==> config.mk <==
export PLATFORM = sky130hd
export DESIGN_NAME = opc5_mem_arbiter_flat
export DESIGN_NICKNAME = d
export VERILOG_FILES = /design/src/rtl/opc5_bus_pkg.sv /design/src/rtl/opc5_mem_arbiter_if.sv /design/src/rtl/opc5_arb_pick.sv /design/src/rtl/opc5_mem_arbiter.sv /design/src/flat_wrapper.sv
export SDC_FILE = /design/constraint.sdc
export NUM_CORES = 1
export LEC_CHECK = 0
export ABC_CLOCK_PERIOD_IN_PS = 1700
export CAP_MARGIN = 20
export CELL_PAD_IN_SITES_DETAIL_PLACEMENT = 0
export CELL_PAD_IN_SITES_GLOBAL_PLACEMENT = 1
export CORE_MARGIN = 2
export CORE_UTILIZATION = 14
export DETAILED_ROUTE_END_ITERATION = 12
export GPL_ROUTABILITY_DRIVEN = 1
export PLACE_DENSITY = 0.83
export SLEW_MARGIN = 25
export SYNTH_ARGS = -nofsm -noshare
export SYNTH_HDL_FRONTEND = slang
export SYNTH_SLANG_ARGS = --single-unit
==> constraint.sdc <==
create_clock -name clk -period 1.7 [get_ports clk]
set_clock_uncertainty 0.2 [all_clocks]
set_input_delay 0.34 -clock clk [delete_from_list [all_inputs] [get_ports clk]]
set_output_delay 0.34 -clock clk [all_outputs]
set_load 0.02 [all_outputs]
==> src/rtl/opc5_bus_pkg.sv <==
// Shared OPC5 bus constants: port indices, arbitration policy encodings, default widths.
package opc5_bus_pkg;

    localparam int unsigned PORT_CPU  = 0;
    localparam int unsigned PORT_AUX  = 1;

    localparam int unsigned POL_FIXED = 0;
    localparam int unsigned POL_RR    = 1;

    localparam int unsigned DEF_AW    = 16;
    localparam int unsigned DEF_DW    = 16;

    localparam int unsigned WAIT_W    = 4;
    localparam int unsigned WAIT_SAT  = 15;

    // Registered lock ownership: valid flag plus the port index holding it.
    typedef struct packed {
        logic valid;
        logic id;
    } lock_t;

endpackage

==> src/rtl/opc5_mem_arbiter_if.sv <==
// Two-master shared-memory bus: request side of both ports plus the memory side.
interface opc5_mem_arbiter_if #(
    parameter int unsigned AW = opc5_bus_pkg::DEF_AW,
    parameter int unsigned DW = opc5_bus_pkg::DEF_DW
);
    logic          req0;
    logic          req1;
    logic          rnw0;
    logic          rnw1;
    logic [AW-1:0] addr0;
    logic [AW-1:0] addr1;
    logic [DW-1:0] wdata0;
    logic [DW-1:0] wdata1;
    logic          lock0;
    logic          lock1;
    logic          gnt0;
    logic          gnt1;
    logic          rvalid0;
    logic          rvalid1;
    logic [DW-1:0] rdata;
    logic          mem_ce;
    logic          mem_rnw;
    logic [AW-1:0] mem_address;
    logic [DW-1:0] mem_wdata;
    logic [DW-1:0] mem_rdata;

    modport slave (
        input  req0, req1, rnw0, rnw1, addr0, addr1, wdata0, wdata1, lock0, lock1,
        input  mem_rdata,
        output gnt0, gnt1, rvalid0, rvalid1, rdata,
        output mem_ce, mem_rnw, mem_address, mem_wdata
    );

    modport master (
        output req0, req1, rnw0, rnw1, addr0, addr1, wdata0, wdata1, lock0, lock1,
        output mem_rdata,
        input  gnt0, gnt1, rvalid0, rvalid1, rdata,
        input  mem_ce, mem_rnw, mem_address, mem_wdata
    );

endinterface

==> src/rtl/opc5_arb_pick.sv <==
// Combinational grant decision: lock, single requester, then policy tie-break.
module opc5_arb_pick
    import opc5_bus_pkg::*;
#(
    parameter int unsigned POLICY   = POL_FIXED,
    parameter int unsigned MAX_WAIT = 4
) (
    input  logic [1:0]        req_i,
    input  lock_t             lock_i,
    input  logic              last_owner_i,
    input  logic [WAIT_W-1:0] wait_cnt_i,
    output logic [1:0]        gnt_c_o
);

    always_comb begin
        gnt_c_o = 2'b00;
        if (lock_i.valid && req_i[lock_i.id]) begin
            gnt_c_o[lock_i.id] = 1'b1;
        end else begin
            unique case (req_i)
                2'b01:   gnt_c_o = 2'b01;
                2'b10:   gnt_c_o = 2'b10;
                2'b11: begin
                    if (POLICY == POL_RR) begin
                        gnt_c_o = last_owner_i ? 2'b01 : 2'b10;
                    end else begin
                        // Port 1 is forced through once it has waited long enough.
                        gnt_c_o = (wait_cnt_i >= WAIT_W'(MAX_WAIT)) ? 2'b10 : 2'b01;
                    end
                end
                default: gnt_c_o = 2'b00;
            endcase
        end
    end

endmodule

==> src/rtl/opc5_mem_arbiter.sv <==
// Two-port arbiter for one single-port synchronous memory: grant, datapath mux, read-valid return.
module opc5_mem_arbiter
    import opc5_bus_pkg::*;
#(
    parameter int unsigned AW       = DEF_AW,
    parameter int unsigned DW       = DEF_DW,
    parameter int unsigned POLICY   = POL_FIXED,
    parameter int unsigned MAX_WAIT = 4
) (
    input  logic               clk,
    input  logic               reset_b,
    opc5_mem_arbiter_if.slave  bus
);

    logic              last_owner_q, last_owner_d;
    logic [WAIT_W-1:0] wait_cnt_q,   wait_cnt_d;
    lock_t             lock_q,       lock_d;
    logic [1:0]        rvalid_q,     rvalid_d;

    logic [1:0]        req;
    logic [1:0]        gnt_pick;
    logic [1:0]        gnt;

    assign req = {bus.req1, bus.req0};

    opc5_arb_pick #(
        .POLICY   (POLICY),
        .MAX_WAIT (MAX_WAIT)
    ) u_pick (
        .req_i        (req),
        .lock_i       (lock_q),
        .last_owner_i (last_owner_q),
        .wait_cnt_i   (wait_cnt_q),
        .gnt_c_o      (gnt_pick)
    );

    // No access may reach the memory while reset is held, even mid-cycle.
    assign gnt = gnt_pick & {2{reset_b}};

    always_comb begin
        last_owner_d = last_owner_q;
        wait_cnt_d   = '0;
        lock_d       = '0;
        rvalid_d     = 2'b00;

        if (|gnt) begin
            last_owner_d = gnt[1];
        end
        if (req[1] && !gnt[1]) begin
            wait_cnt_d = (wait_cnt_q == WAIT_W'(WAIT_SAT)) ? wait_cnt_q
                                                           : wait_cnt_q + WAIT_W'(1);
        end
        lock_d.valid = (gnt[0] && bus.lock0) || (gnt[1] && bus.lock1);
        lock_d.id    = gnt[1];
        rvalid_d     = {gnt[1] && bus.rnw1, gnt[0] && bus.rnw0};
    end

    always_ff @(posedge clk or negedge reset_b) begin
        if (!reset_b) begin
            last_owner_q <= 1'(PORT_AUX);
            wait_cnt_q   <= '0;
            lock_q       <= '0;
            rvalid_q     <= 2'b00;
        end else begin
            last_owner_q <= last_owner_d;
            wait_cnt_q   <= wait_cnt_d;
            lock_q       <= lock_d;
            rvalid_q     <= rvalid_d;
        end
    end

    assign bus.gnt0        = gnt[0];
    assign bus.gnt1        = gnt[1];
    assign bus.rvalid0     = rvalid_q[0];
    assign bus.rvalid1     = rvalid_q[1];
    assign bus.rdata       = bus.mem_rdata;

    // Idle bus parks on port 0 values with a read strobe.
    assign bus.mem_ce      = |gnt;
    assign bus.mem_rnw     = gnt[1] ? bus.rnw1 : (gnt[0] ? bus.rnw0 : 1'b1);
    assign bus.mem_address = gnt[1] ? bus.addr1  : bus.addr0;
    assign bus.mem_wdata   = gnt[1] ? bus.wdata1 : bus.wdata0;

endmodule

==> src/flat_wrapper.sv <==
// flat-port wrapper written by rule: the top's interface ports become plain ports
module opc5_mem_arbiter_flat import opc5_bus_pkg::*;
#(
    parameter int unsigned AW       = DEF_AW,
    parameter int unsigned DW       = DEF_DW,
    parameter int unsigned POLICY   = POL_FIXED,
    parameter int unsigned MAX_WAIT = 4
)
  (clk, reset_b, bus_req0, bus_req1, bus_rnw0, bus_rnw1, bus_addr0, bus_addr1, bus_wdata0, bus_wdata1, bus_lock0, bus_lock1, bus_mem_rdata, bus_gnt0, bus_gnt1, bus_rvalid0, bus_rvalid1, bus_rdata, bus_mem_ce, bus_mem_rnw, bus_mem_address, bus_mem_wdata);
  opc5_mem_arbiter_if #(.AW(AW), .DW(DW)) bus_i ();
  input  logic clk;
  input  logic reset_b;
  input wire logic [$bits(bus_i.req0)-1:0] bus_req0;
  input wire logic [$bits(bus_i.req1)-1:0] bus_req1;
  input wire logic [$bits(bus_i.rnw0)-1:0] bus_rnw0;
  input wire logic [$bits(bus_i.rnw1)-1:0] bus_rnw1;
  input wire logic [$bits(bus_i.addr0)-1:0] bus_addr0;
  input wire logic [$bits(bus_i.addr1)-1:0] bus_addr1;
  input wire logic [$bits(bus_i.wdata0)-1:0] bus_wdata0;
  input wire logic [$bits(bus_i.wdata1)-1:0] bus_wdata1;
  input wire logic [$bits(bus_i.lock0)-1:0] bus_lock0;
  input wire logic [$bits(bus_i.lock1)-1:0] bus_lock1;
  input wire logic [$bits(bus_i.mem_rdata)-1:0] bus_mem_rdata;
  output wire logic [$bits(bus_i.gnt0)-1:0] bus_gnt0;
  output wire logic [$bits(bus_i.gnt1)-1:0] bus_gnt1;
  output wire logic [$bits(bus_i.rvalid0)-1:0] bus_rvalid0;
  output wire logic [$bits(bus_i.rvalid1)-1:0] bus_rvalid1;
  output wire logic [$bits(bus_i.rdata)-1:0] bus_rdata;
  output wire logic [$bits(bus_i.mem_ce)-1:0] bus_mem_ce;
  output wire logic [$bits(bus_i.mem_rnw)-1:0] bus_mem_rnw;
  output wire logic [$bits(bus_i.mem_address)-1:0] bus_mem_address;
  output wire logic [$bits(bus_i.mem_wdata)-1:0] bus_mem_wdata;
  assign bus_i.req0 = bus_req0;
  assign bus_i.req1 = bus_req1;
  assign bus_i.rnw0 = bus_rnw0;
  assign bus_i.rnw1 = bus_rnw1;
  assign bus_i.addr0 = bus_addr0;
  assign bus_i.addr1 = bus_addr1;
  assign bus_i.wdata0 = bus_wdata0;
  assign bus_i.wdata1 = bus_wdata1;
  assign bus_i.lock0 = bus_lock0;
  assign bus_i.lock1 = bus_lock1;
  assign bus_i.mem_rdata = bus_mem_rdata;
  assign bus_gnt0 = bus_i.gnt0;
  assign bus_gnt1 = bus_i.gnt1;
  assign bus_rvalid0 = bus_i.rvalid0;
  assign bus_rvalid1 = bus_i.rvalid1;
  assign bus_rdata = bus_i.rdata;
  assign bus_mem_ce = bus_i.mem_ce;
  assign bus_mem_rnw = bus_i.mem_rnw;
  assign bus_mem_address = bus_i.mem_address;
  assign bus_mem_wdata = bus_i.mem_wdata;
  opc5_mem_arbiter #(.AW(AW), .DW(DW), .POLICY(POLICY), .MAX_WAIT(MAX_WAIT)) u_core (.clk(clk), .reset_b(reset_b), .bus(bus_i));
endmodule
After elaboration in Yosys (flattened, before gate mapping). Index checks and enable logic that the tools add are counted.

Bits in registers: 8. Input port bits: 88. Output and inout bits: 54.

Reductions and logical operators: 10. Order comparisons: 3. Add/subtract/negate cells: 1. Bitwise gates (word level): 1. Multiplexer cells: 13. Eq/ne operators: 5.

Operators with widths (number): $mux 16 (2); $mux 4 (2); $logic_and 1x1->1 (7); $pmux 2 s3 (1); $mux 1 (5); $add 4x1->4 const B (1); $eq 2x2->1 const B (2); $eq 4x4->1 const B (1); $ge 4x3->1 const B (1); $mux 2 (2); $and 2x2->2 (1); $eq 2x1->1 const B (1); $lt 1x2->1 const B (1); $ne 2x2->1 const B (1); $reduce_or 2->1 (1); $demux 1 s1 (1); $ge 1x1->1 const B (1); $logic_not 1->1 (1); $logic_or 1x1->1 (1).

Longest topological paths before layout. Gate-level depths: netlist (run 1).

Depth in word-level cells: 9. Depth in mapped cells: 5. Mapped depth without buffers: 4.

Hierarchy. A second synthesis (run 1) with hierarchy kept.

Cells, all modules: 96. Area, all modules: 989.7 µm².

By module, submodules not included: opc5_mem_arbiter (seq. area each 226.5 µm², area an instance 948.4 µm², times used 1, cells each 89); opc5_arb_pick (seq. area each 0.0 µm², area an instance 41.3 µm², times used 1, cells each 7).

Least setup slack after synthesis (run 1). OpenSTA, ideal clock, no wires.

Path kind: register -> output. From: register u_core.wait_cnt_q[3]. To: output port bus_mem_rnw. Buffers on the path: 0. Slack: -0.323 ns. Stages on the path, launching flop included: 4. Arrival time: 1.483 ns. Cell sequence: dfrtp_1 -> or3_4 -> a31o_4 -> a32oi_1.

Cells in the longest elaborated chain, start to end: 7.

RTL lines: from (decl) (RTL line opc5_mem_arbiter.sv:16) `logic [WAIT_W-1:0] wait_cnt_q, wait_cnt_d;`; from (signal assigned) (RTL line opc5_mem_arbiter.sv:66) `wait_cnt_q <= wait_cnt_d;`; $ge 4x3->1 * (RTL line opc5_arb_pick.sv:28) `gnt_c_o = (wait_cnt_i >= WAIT_W'(MAX_WAIT)) ? 2'b10 : 2'b01;`; $mux 2 * (RTL line opc5_arb_pick.sv:28); $pmux 2 s3 * (RTL line opc5_arb_pick.sv:20) `unique case (req_i)`; $mux 2 * (RTL line opc5_arb_pick.sv:17) `if (lock_i.valid && req_i[lock_i.id]) begin`; $and 2x2->2 * (RTL line opc5_mem_arbiter.sv:38) `assign gnt = gnt_pick & {2{reset_b}};`; $mux 1 (RTL line opc5_mem_arbiter.sv:80) `assign bus.mem_rnw = gnt[1] ? bus.rnw1 : (gnt[0] ? bus.rnw0 : 1'b1);`; $mux 1 * (RTL line opc5_mem_arbiter.sv:80); to (decl) (RTL line flat_wrapper.sv:30) `output wire logic [$bits(bus_i.mem_rnw)-1:0] bus_mem_rnw;`.

Every way passes the cells marked *; elsewhere a longest branch is shown, timed or not.

Worst setup path after layout (run 1).
From: register u_core.wait_cnt_q[3]. To: output port bus_mem_address[13].

Cells in the longest elaborated chain, start to end: 6.

RTL lines: $ge 4x3->1 (RTL line opc5_arb_pick.sv:28); $mux 2 (RTL line opc5_arb_pick.sv:28); $pmux 2 s3 (RTL line opc5_arb_pick.sv:20); $mux 2 (RTL line opc5_arb_pick.sv:17); $and 2x2->2 (RTL line opc5_mem_arbiter.sv:38); $mux 16 (RTL line opc5_mem_arbiter.sv:81) `assign bus.mem_address = gnt[1] ? bus.addr1 : bus.addr0;`; to (decl) (RTL line flat_wrapper.sv:31) `output wire logic [$bits(bus_i.mem_address)-1:0] bus_mem_address;`.

No other way between the ends.

==> results.yml, run 1 <==
detailed_routing:
  antenna_left: 0
  drc_errors: 0
  wl_per_cell_um: 13.70
  vias_per_cell: 4.288
  first_iter_violations: 43
  wirelength_um: 5274
  vias: 1651
  drtPass1Iterations: 4
worst_setup_path:
  reg2reg_to: "u_core.lock_q[1]$_DFF_PN0_"
  r2r_cells: 5
  crit-reg2reg-launch: "u_core.wait_cnt_q[3]$_DFFE_PN0P_"
  critPathLaunchType: "flop"
  crit_path_start: "u_core.wait_cnt_q[3]$_DFFE_PN0P_"
  arrival_ns: 1.80
  cp-end-kind: "output pin"
  critPathMaxFanout: 5
  reg2reg_setup_slack_ns: -0.13
  critPathKind: "flop to output pin"
  crit_path_end: "bus_mem_address[13]"
  required_ns: 1.16
pwr:
  power.leakage_nw: 1.248
  total_power_mw: 1.401
  irDropWorstVdd_uv: 212.9
  p_per_area_nw_per_um2: 469.0
die:
  num_io_pins: 142
  die_width_um: 94.48
  dieArea_um2: 8926
  die_y_um: 94.48
  start_util_pct: 14.16
  num_rows: 33
  core_area_um2: 8093
timing:
  slew_violations: 0
  fin_ws_ns: -0.6381
  relSlewSlack_pct: 75.61
  fin_crit_ns: 2.338
  rsz0062_at_grt: "yes"
  setup_violations: 39
  whs_ns: 0.3919
  fin_crit_sh_pct: 137.5
  hold_viol: 0
  fmaxAchievable_ghz: 0.4277
  worst_slew_pin_slew_ns: 0.3646
logic_synthesis:
  synthCells: 171
  syn_nets: 260
  synth_seq_cells: 8
  yosysWarnings: 0
  yosysSeqAreaShare_pct: 17.47
  synth_cell_types: 31
  postSynthAreaPerCell_um2: 6.702
  syn_area_um2: 1146
placed_design:
  place.detailed.hpwl_um: 3604
  io_buffer_count: 109
  gp_congestion: 0.7981
clock_network:
  cts-htree-levels: 1
  clock-sinks: 8
  numCtsBuffers: 3
  cts_root_buf: "clkbuf_8"
  cts.path.max_buffers: 2
  cts_tree: "yes"
  insertion_delay_ns: 0.23
  clk_pin_slew_ns: 0.04
job:
  maxCapViolCount: 0
global_route:
  grt_pass1_wl_um: 7941
  first_global_vias: 1598
  grt.total_usage_pct: 11.08
  grt_max_degree: 33
  grt_overflow: 0
  antenna_found_initial: 0
final_layout:
  mostFrequentLayoutCell: "clkdlybuf4s50_1"
  nNetsFinal: 371
  antenna_cells: 0
  area_growth_pct: 160.6
  final_cell_mix: "69 x clkdlybuf4s50_1, 64 x nand2_1, 43 x buf_6"
  drive_above_1_share_pct: 40.36
hold_path:
  hp-class: "input pin to flop"
outcome:
  outcome: "complete, but fails checks"
  violations: "negative setup slack"
## metrics by stage
| step | area (um2) | TNS [ns] | instances | setup slack, ns | util, % |
|---|---|---|---|---|---|
| CTS | 2814 | -22.22 | 383 | -0.6823 | 34.77 |
| global route | 2987 | -24.47 | 385 | -0.7148 | 36.90 |
| finish | 2987 | -21.59 | 385 | -0.6381 | 36.90 |
| global placement | 2486 | -38.08 | 369 | -1.032 | 30.72 |
| floorplan | 1343 | -7.280 | 171 | -0.2166 | - |
| detailed placement | 2486 | -38.19 | 369 | -1.038 | 30.72 |
## worst max-delay path, stage by stage (launching register included)
cell and delay, ns:
dfrtp_1 0.38, or3_4 0.41, a31oi_4 0.19, buf_6 0.14, buf_12 0.11, buf_16 0.13
o22ai_4 0.07, buf_6 0.13
## routing by layer
| layer | share of wire [%] | GRT usage, % | up-vias | routed length [um] |
|---|---|---|---|---|
| met1 | 43 | 14.37 | 794 | 2279 |
| li1 | - | - | 801 | - |
| met3 | 5.2 | 2.155 | 4 | 276 |
| met2 | 51 | 19.35 | 52 | 2693 |
| met5 | 0 | 0 | - | 0 |
| met4 | 0.46 | 1.812 | 0 | 24 |
## timing repair
item,CTS,global route
gates resized for setup,225,40
pin swaps,18,13
buffers inserted,7,3
gates cloned,3,0
endpoints found under the setup margin,41,43
hold buffers,1,0
hold endpoints to repair,8,0
## how the worst min path moves through the flow
| stage | slack [ns] | endpoint | from | cells past startpoint |
|---|---|---|---|---|
| after floorplan | -0.16 | u_core.lock_q[0]$_DFF_PN0_ | reset_b | 0 |
| after global placement | 0.21 | u_core.rvalid_q[0]$_DFF_PN0_ | reset_b | 2 |
| after detailed placement | 0.21 | u_core.lock_q[1]$_DFF_PN0_ | reset_b | 2 |
| after CTS | 0.39 | u_core.lock_q[0]$_DFF_PN0_ | reset_b | 4 |
| after global routing | 0.41 | u_core.lock_q[0]$_DFF_PN0_ | reset_b | 4 |
| final | 0.39 | u_core.lock_q[0]$_DFF_PN0_ | reset_b | 4 |
## sequential cells by signal (all words and copies together) (netlist names)
| name | flops |
|---|---|
| u_core.rvalid_q | 2 |
| u_core.wait_cnt_q | 4 |
| u_core.lock_q | 2 |
## report_power, final
part	switching (mW)	leakage [nW]	internal, mW
registers	0.00823	0.107	0.202
clock network	0.0735	0.0216	0.153
logic	0.429	1.12	0.535
## synthesized netlist by cell type, drive strengths merged
library cell / instances / area, um2
nand2: 64 / 240.2
o22ai: 32 / 200.2
buf: 23 / 192.7
clkbuf: 8 / 31.28
dfrtp: 8 / 200.2
nor2: 4 / 15.01
a211oi: 3 / 22.52
inv: 3 / 11.26
and2: 2 / 12.51
mux2i: 2 / 20.02
nand2b: 2 / 12.51
nand3: 2 / 10.01
nand3b: 2 / 15.01
nor3: 2 / 10.01
a21oi: 1 / 5.000
a31o: 1 / 17.52
a31oi: 1 / 21.27
a32o: 1 / 10.01
a32oi: 1 / 8.760
and2b: 1 / 7.510
and3: 1 / 6.260
ha: 1 / 12.51
nor2b: 1 / 6.260
nor4: 1 / 21.27
o211ai: 1 / 7.510
o31a: 1 / 8.760
or3: 1 / 11.26
xnor2: 1 / 8.760
## area by class of cell
type	count	area, um2
multi-input cells	129	1112
inverters	3	11.26
fillers	844	5106
repair buffers	137	1490
flip-flops and latches	8	200.2
clock buffers	3	41.29
well taps	105	131.4
## kinds of logic after synthesis
group | after synthesis | share of synthesized area [%]
multiplexers | 2 | 1.747
buffers and inverters | 34 | 20.52
AO/OA/AOI/OAI | 42 | 26.31
AND/OR/NAND/NOR | 83 | 32.10
adder cells (fa/ha/maj) | 1 | 1.092
XOR/XNOR | 1 | 0.7643
flip-flops | 8 | 17.47
Note: power is estimated with default switching activity, not from simulation.
==> run 2, diff against run 1 <==
Settings changed: ABC_CLOCK_PERIOD_IN_PS 1700 to 3000, CORE_UTILIZATION 14 to 17, PLACE_DENSITY 0.83 to 0.94.
Clock period 1.7 ns to 3 ns, I/O delays scaled along.
==> run 2 against run 1 <==
- the flow now finishes without violations
- combinational power is 60% lower
- design area fell by 20%
- total power shrank 55%
- worst hold slack lost 0.23 ns
- clock-buffer cell count is the same
- first-iteration DRC count is 37% higher
- flip-flop and latch count unchanged
- largest power group unchanged
==> results.yml, run 2 (synthesized netlist as in run 1, its figures left out) <==
clock_network:
  cts-htree-levels: 1
  clk_pin_slew_ns: 0.04
  cts_root_buf: "clkbuf_8"
  cts.path.max_buffers: 2
  cts_tree: "yes"
  cts-hold-fix-buffers: 0
  insertion_delay_ns: 0.22
  numCtsBuffers: 3
  clock-sinks: 8
final_layout:
  drive_above_1_share_pct: 16.97
  post-route-util_pct: 37.00
  top_register: "u_core.wait_cnt_q"
  largest_reg_flops: 4
  antenna_cells: 0
  final_cell_mix: "71 x clkdlybuf4s50_1, 64 x nand2_1, 32 x o22ai_1"
  area_growth_pct: 107.3
  mostFrequentLayoutCell: "clkdlybuf4s50_1"
  nNetsFinal: 368
  fin_cells: 354
  largestRegisters: "u_core.wait_cnt_q x4, u_core.lock_q x2, u_core.rvalid_q x2"
die:
  die_y_um: 86.11
  start_util_pct: 17.85
  core_area_um2: 6422
  num_rows: 29
  die_width_um: 86.11
  num_io_pins: 142
  dieArea_um2: 7415
global_route:
  antenna_found_initial: 0
  grt_pass1_wl_um: 7348
  grt_overflow: 0
  grt.total_usage_pct: 12.30
  grt_max_degree: 33
  first_global_vias: 1574
timing:
  whs_ns: 0.1649
  worst_slew_pin_slew_ns: 0.4247
  rsz0062_at_grt: "no"
  hold_viol: 0
  slew_violations: 0
  fin_crit_sh_pct: 95.94
  relSlewSlack_pct: 71.47
  fin_tns_setup_ns: 0
  fin_crit_ns: 2.878
  fmaxAchievable_ghz: 0.3475
  setup_violations: 0
detailed_routing:
  drtPass1Iterations: 4
  vias_per_cell: 4.475
  first_iter_violations: 59
  antenna_left: 0
  wl_per_cell_um: 13.29
  drc_errors: 0
  vias: 1584
  wirelength_um: 4704
job:
  maxCapViolCount: 0
worst_setup_path:
  r2r_cells: 4
  arrival_ns: 2.08
  required_ns: 2.20
  critPathKind: "input pin to output pin"
  cp-end-kind: "output pin"
  critPathLaunchType: "input pin"
  critPathMaxFanout: 16
placed_design:
  io_buffer_count: 109
  place.detailed.hpwl_um: 3583
  dpl.cell_count: 340
  gp_congestion: 0.7513
pwr:
  power.leakage_nw: 1.095
  total_power_uw: 625.6
  irDropWorstVdd_uv: 110.6
  p_per_area_nw_per_um2: 263.3
outcome:
  outcome: "complete, no violations"
hold_path:
  hp-class: "input pin to async pin"
-- run 2: changes by cell type in the layout (fill, tap and decap cells not counted), sizes merged --
cell / previous run / this run
buf: 63 / 27
dlygate4sd2: 2 / 23
clkdlybuf4s15: 0 / 12
clkdlybuf4s50: 69 / 71
clkbuf: 4 / 3
dlygate4sd3: 1 / 0
-- run 2: path summary, 6_finish.rpt --
kind / slack, ns / endpoint / startpoint
max in group asynchronous: 2.09 / u_core.wait_cnt_q[3]$_DFFE_PN0P_ / reset_b
hold / removal: 0.16 / u_core.rvalid_q[1]$_DFF_PN0_ / reset_b
min in group clk: 0.42 / u_core.wait_cnt_q[0]$_DFFE_PN0P_ / u_core.wait_cnt_q[0]$_DFFE_PN0P_
hold reg to reg: 0.42 / u_core.wait_cnt_q[0]$_DFFE_PN0P_ / u_core.wait_cnt_q[0]$_DFFE_PN0P_
setup / recovery: 0.12 / bus_mem_address[0] / bus_req1
setup reg to reg: 1.18 / u_core.lock_q[1]$_DFF_PN0_ / u_core.wait_cnt_q[3]$_DFFE_PN0P_
-- run 2: final cells by class --
cell class	count	area [um2]
clock buffer	3	41.29
fill	676	4046
multi-input combinational	129	711.9
inverter	3	11.26
sequential	8	200.2
timing repair buffer	134	1315
tap	77	96.34
-- run 2: timing repair --
action,CTS,global route
gates cloned,1,0
setup endpoints to repair,35,32
pin swaps,1,0
resized for setup,66,2
setup buffers,10,0
-- run 2: through the flow --
| stage | setup WS (ns) | cell area (um2) |
|---|---|---|
| finish | 0.1219 | 2376 |
| global route | 0.01960 | 2376 |
| CTS | -0.04703 | 2372 |
| detailed placement | -0.3540 | 2260 |
| global placement | -0.3492 | 2260 |
| floorplan | 0.5690 | 1146 |
-- run 2: power breakdown --
part	switching, mW	internal, mW	total (mW)
registers	0.00531	0.115	0.120
logic	0.177	0.204	0.381
clock network	0.0380	0.0865	0.124
total	0.220	0.405	0.626
-- run 2: worst max-delay path: stages --
cell	delay [ns]
dlygate4sd2_1	0.28
inv_1	0.12
nor4_4	0.32
buf_4	0.17
buf_6	0.15
o22ai_1	0.10
dlygate4sd2_1	0.32
-- run 2: routing by layer --
metal  track usage, %  vias up  wire length, um
li1                 -      790                -
met1            14.97      709             1968
met2            21.92       71             2364
met3            1.732       14              302
met4            4.329        0               68
met5                0        -                0
